File: src/rtl/sdx_kernel_addwm_example_wm_pkg.sv
// Shared types and helpers for the watermark-embed stage: FSM states,
// lane-count helper and the lane XOR reduction used for the output checksum.
package sdx_kernel_addwm_example_wm_pkg;

  typedef enum logic [1:0] {
    ST_IDLE  = 2'd0,
    ST_RUN   = 2'd1,
    ST_DRAIN = 2'd2
  } wm_state_e;

  localparam int LP_DEF_DATA_WIDTH = 512;
  localparam int LP_DEF_LANE_WIDTH = 32;
  localparam int LP_NUM_LANES      = LP_DEF_DATA_WIDTH / LP_DEF_LANE_WIDTH;

  // Upper bounds for the generic reduction; callers zero-extend into these.
  localparam int LP_MAX_DATA_WIDTH = 1024;
  localparam int LP_MAX_LANE_WIDTH = 64;

  function automatic int num_lanes(input int data_width, input int lane_width);
    return data_width / lane_width;
  endfunction

  // XOR of every lane_width-bit lane of data; unused high lanes must be zero.
  function automatic logic [LP_MAX_LANE_WIDTH-1:0] lane_xor_reduce(
    input logic [LP_MAX_DATA_WIDTH-1:0] data,
    input int                           lane_width
  );
    logic [LP_MAX_LANE_WIDTH-1:0] acc;
    logic [LP_MAX_LANE_WIDTH-1:0] mask;
    logic [LP_MAX_DATA_WIDTH-1:0] sh;
    acc  = '0;
    mask = (lane_width >= LP_MAX_LANE_WIDTH) ? '1
         : (LP_MAX_LANE_WIDTH'(1) << lane_width) - LP_MAX_LANE_WIDTH'(1);
    for (int i = 0; i < LP_MAX_DATA_WIDTH; i += lane_width) begin
      sh  = data >> i;
      acc = acc ^ (sh[LP_MAX_LANE_WIDTH-1:0] & mask);
    end
    return acc;
  endfunction

endpackage

File: src/rtl/sdx_kernel_addwm_example_wm_embed_if.sv
// AXI4-Stream beat bundle (valid/ready/data/last) used on both sides of the stage.
interface sdx_kernel_addwm_example_wm_embed_if #(
  parameter int DW = 512
) ();
  logic          tvalid;
  logic          tready;
  logic [DW-1:0] tdata;
  logic          tlast;

  modport master (output tvalid, output tdata, output tlast, input  tready);
  modport slave  (input  tvalid, input  tdata, input  tlast, output tready);
endinterface

File: src/rtl/sdx_kernel_addwm_example_wm_lane_add.sv
// Purely combinational lane-wise adder: each lane gets the same addend, carry
// out of each lane is discarded.
module sdx_kernel_addwm_example_wm_lane_add #(
  parameter int C_DATA_WIDTH = 512,
  parameter int C_LANE_WIDTH = 32
) (
  input  logic [C_DATA_WIDTH-1:0] data,
  input  logic [C_LANE_WIDTH-1:0] addend,
  output logic [C_DATA_WIDTH-1:0] sum
);
  for (genvar i = 0; i < C_DATA_WIDTH / C_LANE_WIDTH; i++) begin : g_lane
    assign sum[i*C_LANE_WIDTH +: C_LANE_WIDTH] =
      data[i*C_LANE_WIDTH +: C_LANE_WIDTH] + addend;
  end
endmodule

File: src/rtl/sdx_kernel_addwm_example_wm_embed.sv
// Watermark-embed stage: adds a constant to every lane, XORs a key into lane 0
// of every period-th beat, two-stage ready/valid pipeline at one beat per cycle.
module sdx_kernel_addwm_example_wm_embed
  import sdx_kernel_addwm_example_wm_pkg::*;
#(
  parameter int C_DATA_WIDTH = 512,
  parameter int C_LANE_WIDTH = 32,
  parameter int C_CNT_WIDTH  = 32
) (
  input  logic                     aclk,
  input  logic                     areset,
  input  logic                     ap_start,
  output logic                     ap_done,
  output logic                     ap_idle,
  input  logic [C_LANE_WIDTH-1:0]  ctrl_constant,
  input  logic [C_LANE_WIDTH-1:0]  ctrl_wm_key,
  input  logic [C_CNT_WIDTH-1:0]   ctrl_wm_period,
  sdx_kernel_addwm_example_wm_embed_if.slave  s_axis,
  sdx_kernel_addwm_example_wm_embed_if.master m_axis,
  output logic [C_CNT_WIDTH-1:0]   stat_beats,
  output logic [C_LANE_WIDTH-1:0]  stat_checksum
);
  localparam int LP_LANES = num_lanes(C_DATA_WIDTH, C_LANE_WIDTH);

  wm_state_e                 state;
  logic [C_LANE_WIDTH-1:0]   constant_q;
  logic [C_LANE_WIDTH-1:0]   key_q;
  logic [C_CNT_WIDTH-1:0]    period_q;
  logic [C_CNT_WIDTH-1:0]    phase_q;   // beats left until the next embed

  logic                      v1;
  logic                      last1;
  logic                      emb1;
  logic [C_DATA_WIDTH-1:0]   d1;
  logic [C_DATA_WIDTH-1:0]   d1_emb;
  logic [C_DATA_WIDTH-1:0]   sum;

  logic                      ld1;
  logic                      ld2;
  logic                      s_acc;
  logic                      m_hs;

  logic [LP_MAX_DATA_WIDTH-1:0] out_ext;
  logic [LP_MAX_LANE_WIDTH-1:0] out_xor_full;
  logic                         out_xor_unused;

  sdx_kernel_addwm_example_wm_lane_add #(
    .C_DATA_WIDTH (C_DATA_WIDTH),
    .C_LANE_WIDTH (C_LANE_WIDTH)
  ) u_lane_add (
    .data   (s_axis.tdata),
    .addend (constant_q),
    .sum    (sum)
  );

  assign ld2           = !m_axis.tvalid || m_axis.tready;
  assign ld1           = !v1 || ld2;
  assign s_axis.tready = (state == ST_RUN) && ld1;
  assign s_acc         = s_axis.tvalid && s_axis.tready;
  assign m_hs          = m_axis.tvalid && m_axis.tready;

  // NOTE: every signal assigned in always_comb gets a default first so that no
  // path leaves it unassigned and a latch is inferred.
  always_comb begin
    d1_emb = d1;
    if (emb1) d1_emb[C_LANE_WIDTH-1:0] = d1[C_LANE_WIDTH-1:0] ^ key_q;
  end

  always_comb begin
    out_ext                   = '0;
    out_ext[C_DATA_WIDTH-1:0] = m_axis.tdata;
  end

  assign out_xor_full   = lane_xor_reduce(out_ext, C_LANE_WIDTH);
  assign out_xor_unused = ^out_xor_full;

  // NOTE: state uses non-blocking assignments so every register samples the
  // pre-edge value of every other, independent of statement order.
  always_ff @(posedge aclk) begin
    if (areset) begin
      state         <= ST_IDLE;
      ap_idle       <= 1'b1;
      ap_done       <= 1'b0;
      constant_q    <= '0;
      key_q         <= '0;
      period_q      <= '0;
      phase_q       <= '0;
      v1            <= 1'b0;
      last1         <= 1'b0;
      emb1          <= 1'b0;
      m_axis.tvalid <= 1'b0;
      m_axis.tdata  <= '0;
      m_axis.tlast  <= 1'b0;
      stat_beats    <= '0;
      stat_checksum <= '0;
    end else begin
      ap_done <= 1'b0;
      case (state)
        ST_IDLE: if (ap_start) begin
          constant_q    <= ctrl_constant;
          key_q         <= ctrl_wm_key;
          period_q      <= ctrl_wm_period;
          phase_q       <= '0;
          stat_beats    <= '0;
          stat_checksum <= '0;
          ap_idle       <= 1'b0;
          state         <= ST_RUN;
        end
        ST_RUN: if (s_acc && s_axis.tlast) state <= ST_DRAIN;
        ST_DRAIN: if (m_hs && m_axis.tlast) begin
          ap_done <= 1'b1;
          ap_idle <= 1'b1;
          state   <= ST_IDLE;
        end
        default: state <= ST_IDLE;
      endcase

      if (ld1) v1 <= s_acc;
      if (s_acc) begin
        last1      <= s_axis.tlast;
        emb1       <= (period_q != '0) && (phase_q == '0);
        phase_q    <= (phase_q == '0) ? period_q - C_CNT_WIDTH'(1)
                                      : phase_q - C_CNT_WIDTH'(1);
        stat_beats <= stat_beats + C_CNT_WIDTH'(1);
      end

      if (ld2) begin
        m_axis.tvalid <= v1;
        if (v1) begin
          m_axis.tdata <= d1_emb;
          m_axis.tlast <= last1;
        end
      end

      if (m_hs) stat_checksum <= stat_checksum ^ out_xor_full[C_LANE_WIDTH-1:0];
    end
  end

  // NOTE: stage-1 data is qualified by v1, so it needs no reset; leaving it out
  // keeps the reset net off the wide datapath flops.
  always_ff @(posedge aclk) begin
    if (s_acc) d1 <= sum;
  end

endmodule

File: src/flat_wrapper.sv
// flat-port wrapper written by rule: the top's interface ports become plain ports
module sdx_kernel_addwm_example_wm_embed_flat import sdx_kernel_addwm_example_wm_pkg::*;
#(
  parameter int C_DATA_WIDTH = 512,
  parameter int C_LANE_WIDTH = 32,
  parameter int C_CNT_WIDTH  = 32
)
  (aclk, areset, ap_start, ap_done, ap_idle, ctrl_constant, ctrl_wm_key, ctrl_wm_period, stat_beats, stat_checksum, s_axis_tvalid, s_axis_tdata, s_axis_tlast, s_axis_tready, m_axis_tvalid, m_axis_tdata, m_axis_tlast, m_axis_tready);
  sdx_kernel_addwm_example_wm_embed_if #(.DW((512))) s_axis_i ();
  sdx_kernel_addwm_example_wm_embed_if #(.DW((512))) m_axis_i ();
  input  logic aclk;
  input  logic areset;
  input  logic ap_start;
  output logic ap_done;
  output logic ap_idle;
  input  logic [C_LANE_WIDTH-1:0] ctrl_constant;
  input  logic [C_LANE_WIDTH-1:0] ctrl_wm_key;
  input  logic [C_CNT_WIDTH-1:0] ctrl_wm_period;
  output logic [C_CNT_WIDTH-1:0] stat_beats;
  output logic [C_LANE_WIDTH-1:0] stat_checksum;
  input wire logic [$bits(s_axis_i.tvalid)-1:0] s_axis_tvalid;
  input wire logic [$bits(s_axis_i.tdata)-1:0] s_axis_tdata;
  input wire logic [$bits(s_axis_i.tlast)-1:0] s_axis_tlast;
  output wire logic [$bits(s_axis_i.tready)-1:0] s_axis_tready;
  output wire logic [$bits(m_axis_i.tvalid)-1:0] m_axis_tvalid;
  output wire logic [$bits(m_axis_i.tdata)-1:0] m_axis_tdata;
  output wire logic [$bits(m_axis_i.tlast)-1:0] m_axis_tlast;
  input wire logic [$bits(m_axis_i.tready)-1:0] m_axis_tready;
  assign s_axis_i.tvalid = s_axis_tvalid;
  assign s_axis_i.tdata = s_axis_tdata;
  assign s_axis_i.tlast = s_axis_tlast;
  assign s_axis_tready = s_axis_i.tready;
  assign m_axis_tvalid = m_axis_i.tvalid;
  assign m_axis_tdata = m_axis_i.tdata;
  assign m_axis_tlast = m_axis_i.tlast;
  assign m_axis_i.tready = m_axis_tready;
  sdx_kernel_addwm_example_wm_embed #(.C_DATA_WIDTH(C_DATA_WIDTH), .C_LANE_WIDTH(C_LANE_WIDTH), .C_CNT_WIDTH(C_CNT_WIDTH)) u_core (.aclk(aclk), .areset(areset), .ap_start(ap_start), .ap_done(ap_done), .ap_idle(ap_idle), .ctrl_constant(ctrl_constant), .ctrl_wm_key(ctrl_wm_key), .ctrl_wm_period(ctrl_wm_period), .s_axis(s_axis_i), .m_axis(m_axis_i), .stat_beats(stat_beats), .stat_checksum(stat_checksum));
endmodule
File: config.mk
export PLATFORM = sky130hd
export DESIGN_NAME = sdx_kernel_addwm_example_wm_embed_flat
export DESIGN_NICKNAME = d
export VERILOG_FILES = /design/src/rtl/sdx_kernel_addwm_example_wm_pkg.sv /design/src/rtl/sdx_kernel_addwm_example_wm_embed_if.sv /design/src/rtl/sdx_kernel_addwm_example_wm_lane_add.sv /design/src/rtl/sdx_kernel_addwm_example_wm_embed.sv /design/src/flat_wrapper.sv
export SDC_FILE = /design/constraint.sdc
export NUM_CORES = 2
export LEC_CHECK = 0
export CAP_MARGIN = 20
export CORE_AREA = 2 2 472 474
export DETAILED_ROUTE_END_ITERATION = 10
export DIE_AREA = 0 0 474 476
export PLACE_DENSITY = 0.51
export SLEW_MARGIN = 25
export SYNTH_ARGS = -nofsm -noshare
export SYNTH_HDL_FRONTEND = slang
export SYNTH_HIERARCHICAL = 1
export SYNTH_SLANG_ARGS = --single-unit
File: constraint.sdc
create_clock -name aclk -period 20.7 [get_ports aclk]
set_clock_uncertainty 0.1 [all_clocks]
set_input_delay 4.14 -clock aclk [delete_from_list [all_inputs] [get_ports aclk]]
set_output_delay 4.14 -clock aclk [all_outputs]
set_load 0.01 [all_outputs]
==> flow_summary_export.csv <==
group,metric,value,unit
sta,final-setup-viol-count,0,
layout,finalNonFillerCells,12200,
sta,worst_pin_slew,1090,ps
pwr,power,7.69,mW
synthesis,ys_top_cells_by_area,"edfxtp_1, dfxtp_1, xnor2_1, ha_1, nand2_1",
clock_network,postCtsSetupBuffers,0,
route,ant_nets,0,
clock_network,cts-buffers-inserted,152,
clock_network,cts_num_sinks,1225,
global_routing,grt_util_met1,0.348,
placed_design,placed_cell_area,86200,µm²
route,wl,335000,µm
critical_path,critPathArrivalTime,5660,ps
global_routing,grt_pass1_wl,460000,µm
synthesis,synthesis.instances,7886,
sta,finalHoldViolCount,0,
floorplan,die_w,474,µm
global_routing,top_usage_layer,"met2",
placed_design,io_buffers,1194,
run,cap_viol_max_count,0,
layout,final_nets,10100,
synthesis,synth_most_common_cell,"nand2_1",
sta,slew_headroom,0.268,
clock_network,clk_pin_slew,50,ps
sta,fin_ws,10800,ps
global_routing,met2_usage,0.473,
placed_design,place.gp.congestion,0.941,
pwr,leakagePower,34.2,nW
sta,rsz0062_at_grt,"no",
floorplan,ios,1195,
global_routing,grt_use_total,0.285,
clock_network,holdBufCountCts,0,
pwr,ir_worst_vdd,0.147,mV
clock_network,cts_tree,"yes",
critical_path,cp.required,16460,ps
clock_network,cts_max_path_buffers,3,
status,status,"finished clean",
floorplan,die_h,476,µm
synthesis,synth_common_cells,"nand2_1, a21oi_1, xnor2_1",
placed_design,hpwl,263000,µm
global_routing,use_met3,0.0609,
clock_network,htreeDepth,4,
route,vias_per_cell,5.38,
global_routing,grt_antenna_before_repair,121,
layout,final_area,91400,µm²
floorplan,fp.coreArea,221000,µm²
min_path,min_path_cells,2,
min_path,hp-class,"flip-flop to flip-flop",
route,num_vias,65400,
sta,timing.final.crit_share,0.478,
synthesis,synth-warning-count,6,
clock_network,post_cts_resized,0,
sta,max_clock_freq,101,MHz
synthesis,avgSynthCellArea,9.00,µm²
placed_design,dp_slack,10820,ps
layout,drive_gt1_frac,0.0473,
sta,final.setup.tns,0,ps
global_routing,grt.overflow.total,0,
pwr,power_density,84.1,nW/µm²
global_routing,grt_start_max_net_pins,167,
critical_path,worst_setup_path_start_kind,"input pin",
layout,fin_util,0.414,
synthesis,netlist_area,71000,µm²
critical_path,reg2reg_slack,16100,ps
route,drc_errors,0,
sta,min_period,9900,ps
floorplan,dieArea,226000,µm²
critical_path,r2r_cells,7,
synthesis,synth-seq-cells,1225,
synthesis,ys_types,113,
floorplan,start_util,0.321,
critical_path,path_class,"input pin to output port",
sta,hold_ws,362,ps
synthesis,synth_nets,9014,
route,wl_per_cell,27.5,µm
synthesis,synth_edf_count,512,
route,drt_iter0_drc,5534,
clock_network,cts_root_buffer,"clkbuf_16",
sta,drv_slew,0,
clock_network,clock_latency,820,ps
critical_path,crit_fanout,4,
layout,syn_to_final_growth,28.7,%
global_routing,grt_pass1_vias,62900,
placed_design,place_inst,11800,
route,firstDrtPassIters,7,
synthesis,synth_top_area_frac,0.217,
synthesis,ys_async_sr_fraction,0,
synthesis,yosysSeqAreaShare,0.418,
synthesis,ys.flop_type,"dfxtp_1",
floorplan,core.rowCount,173,
critical_path,endpoint_kind,"output port",
synthesis,yosysTopAreaCell,"edfxtp_1",
==> critical path, cell delays in order <==
cell and delay (ps):
clkdlybuf4s50_1 530, nand3b_1 250, and3b_1 200, clkdlybuf4s50_1 530
==> where the power goes <==
| part | internal [mW] | switching, mW | leakage, nW | total [mW] |
|---|---|---|---|---|
| sequential | 2.69 | 0.0983 | 10.5 | 2.79 |
| combinational | 0.830 | 1.33 | 21.3 | 2.16 |
| clock | 1.60 | 1.14 | 2.46 | 2.74 |
==> metal layers <==
layer | share of wire | vias up
li1 | - | 30300
met1 | 0.40 | 31800
met2 | 0.47 | 2660
met3 | 0.074 | 585
met4 | 0.051 | 58
met5 | 0.0012 | -
==> path summary, 6_finish.rpt <==
check | startpoint | end
worst min register to register | u_core/key_q[9] | u_core/key_q[9]
worst max-delay path | m_axis_tready | s_axis_tready
worst min-delay path | u_core/key_q[9] | u_core/key_q[9]
worst max register to register | u_core/m_axis.tvalid | u_core/d1[367]
==> final cells by class <==
class	instances	area, µm²
Sequential cell	1225	29700
Fill cell	21900	130000
Multi-Input combinational cell	6234	39800
Clock buffer	230	4380
Tap cell	2975	3720
Antenna cell	63	158
Inverter	112	428
Clock inverter	53	658
Timing Repair Buffer	1274	12600
==> sequential cells by signal, indices dropped and copies added, names as in the netlist, 2 cells and up <==
register and flops:
u_core/key_q 32, u_core/state 2, u_core/phase_q 32, u_core/m_axis.tdata 512, u_core/stat_beats 32, u_core/d1 512
u_core/stat_checksum 32, u_core/constant_q 32, u_core/period_q 32
==> cells by family after synthesis <==
logic type / synth area share
DFF: 0.418
xor gates and xnor gates: 0.118
AOI/OAI and AO/OA: 0.188
buffers and inverters: 0.0231
adders and majority gates: 0.0923
and+or+nand+nor: 0.158
muxes: 0.00337
==> layout by cell type (no fill, tap or decap), types with 218 or more instances in the layout <==
cell type,instances
xor2_1,218
nand2_1,1544
a21o_1,235
ha_1,498
nor2_1,389
xnor2_1,741
clkdlybuf4s50_1,1193
a21oi_1,1073
dfxtp_1,704
o21ai_0,250
edfxtp_1,512
No activity file was read; power rests on OpenSTA's default activity.
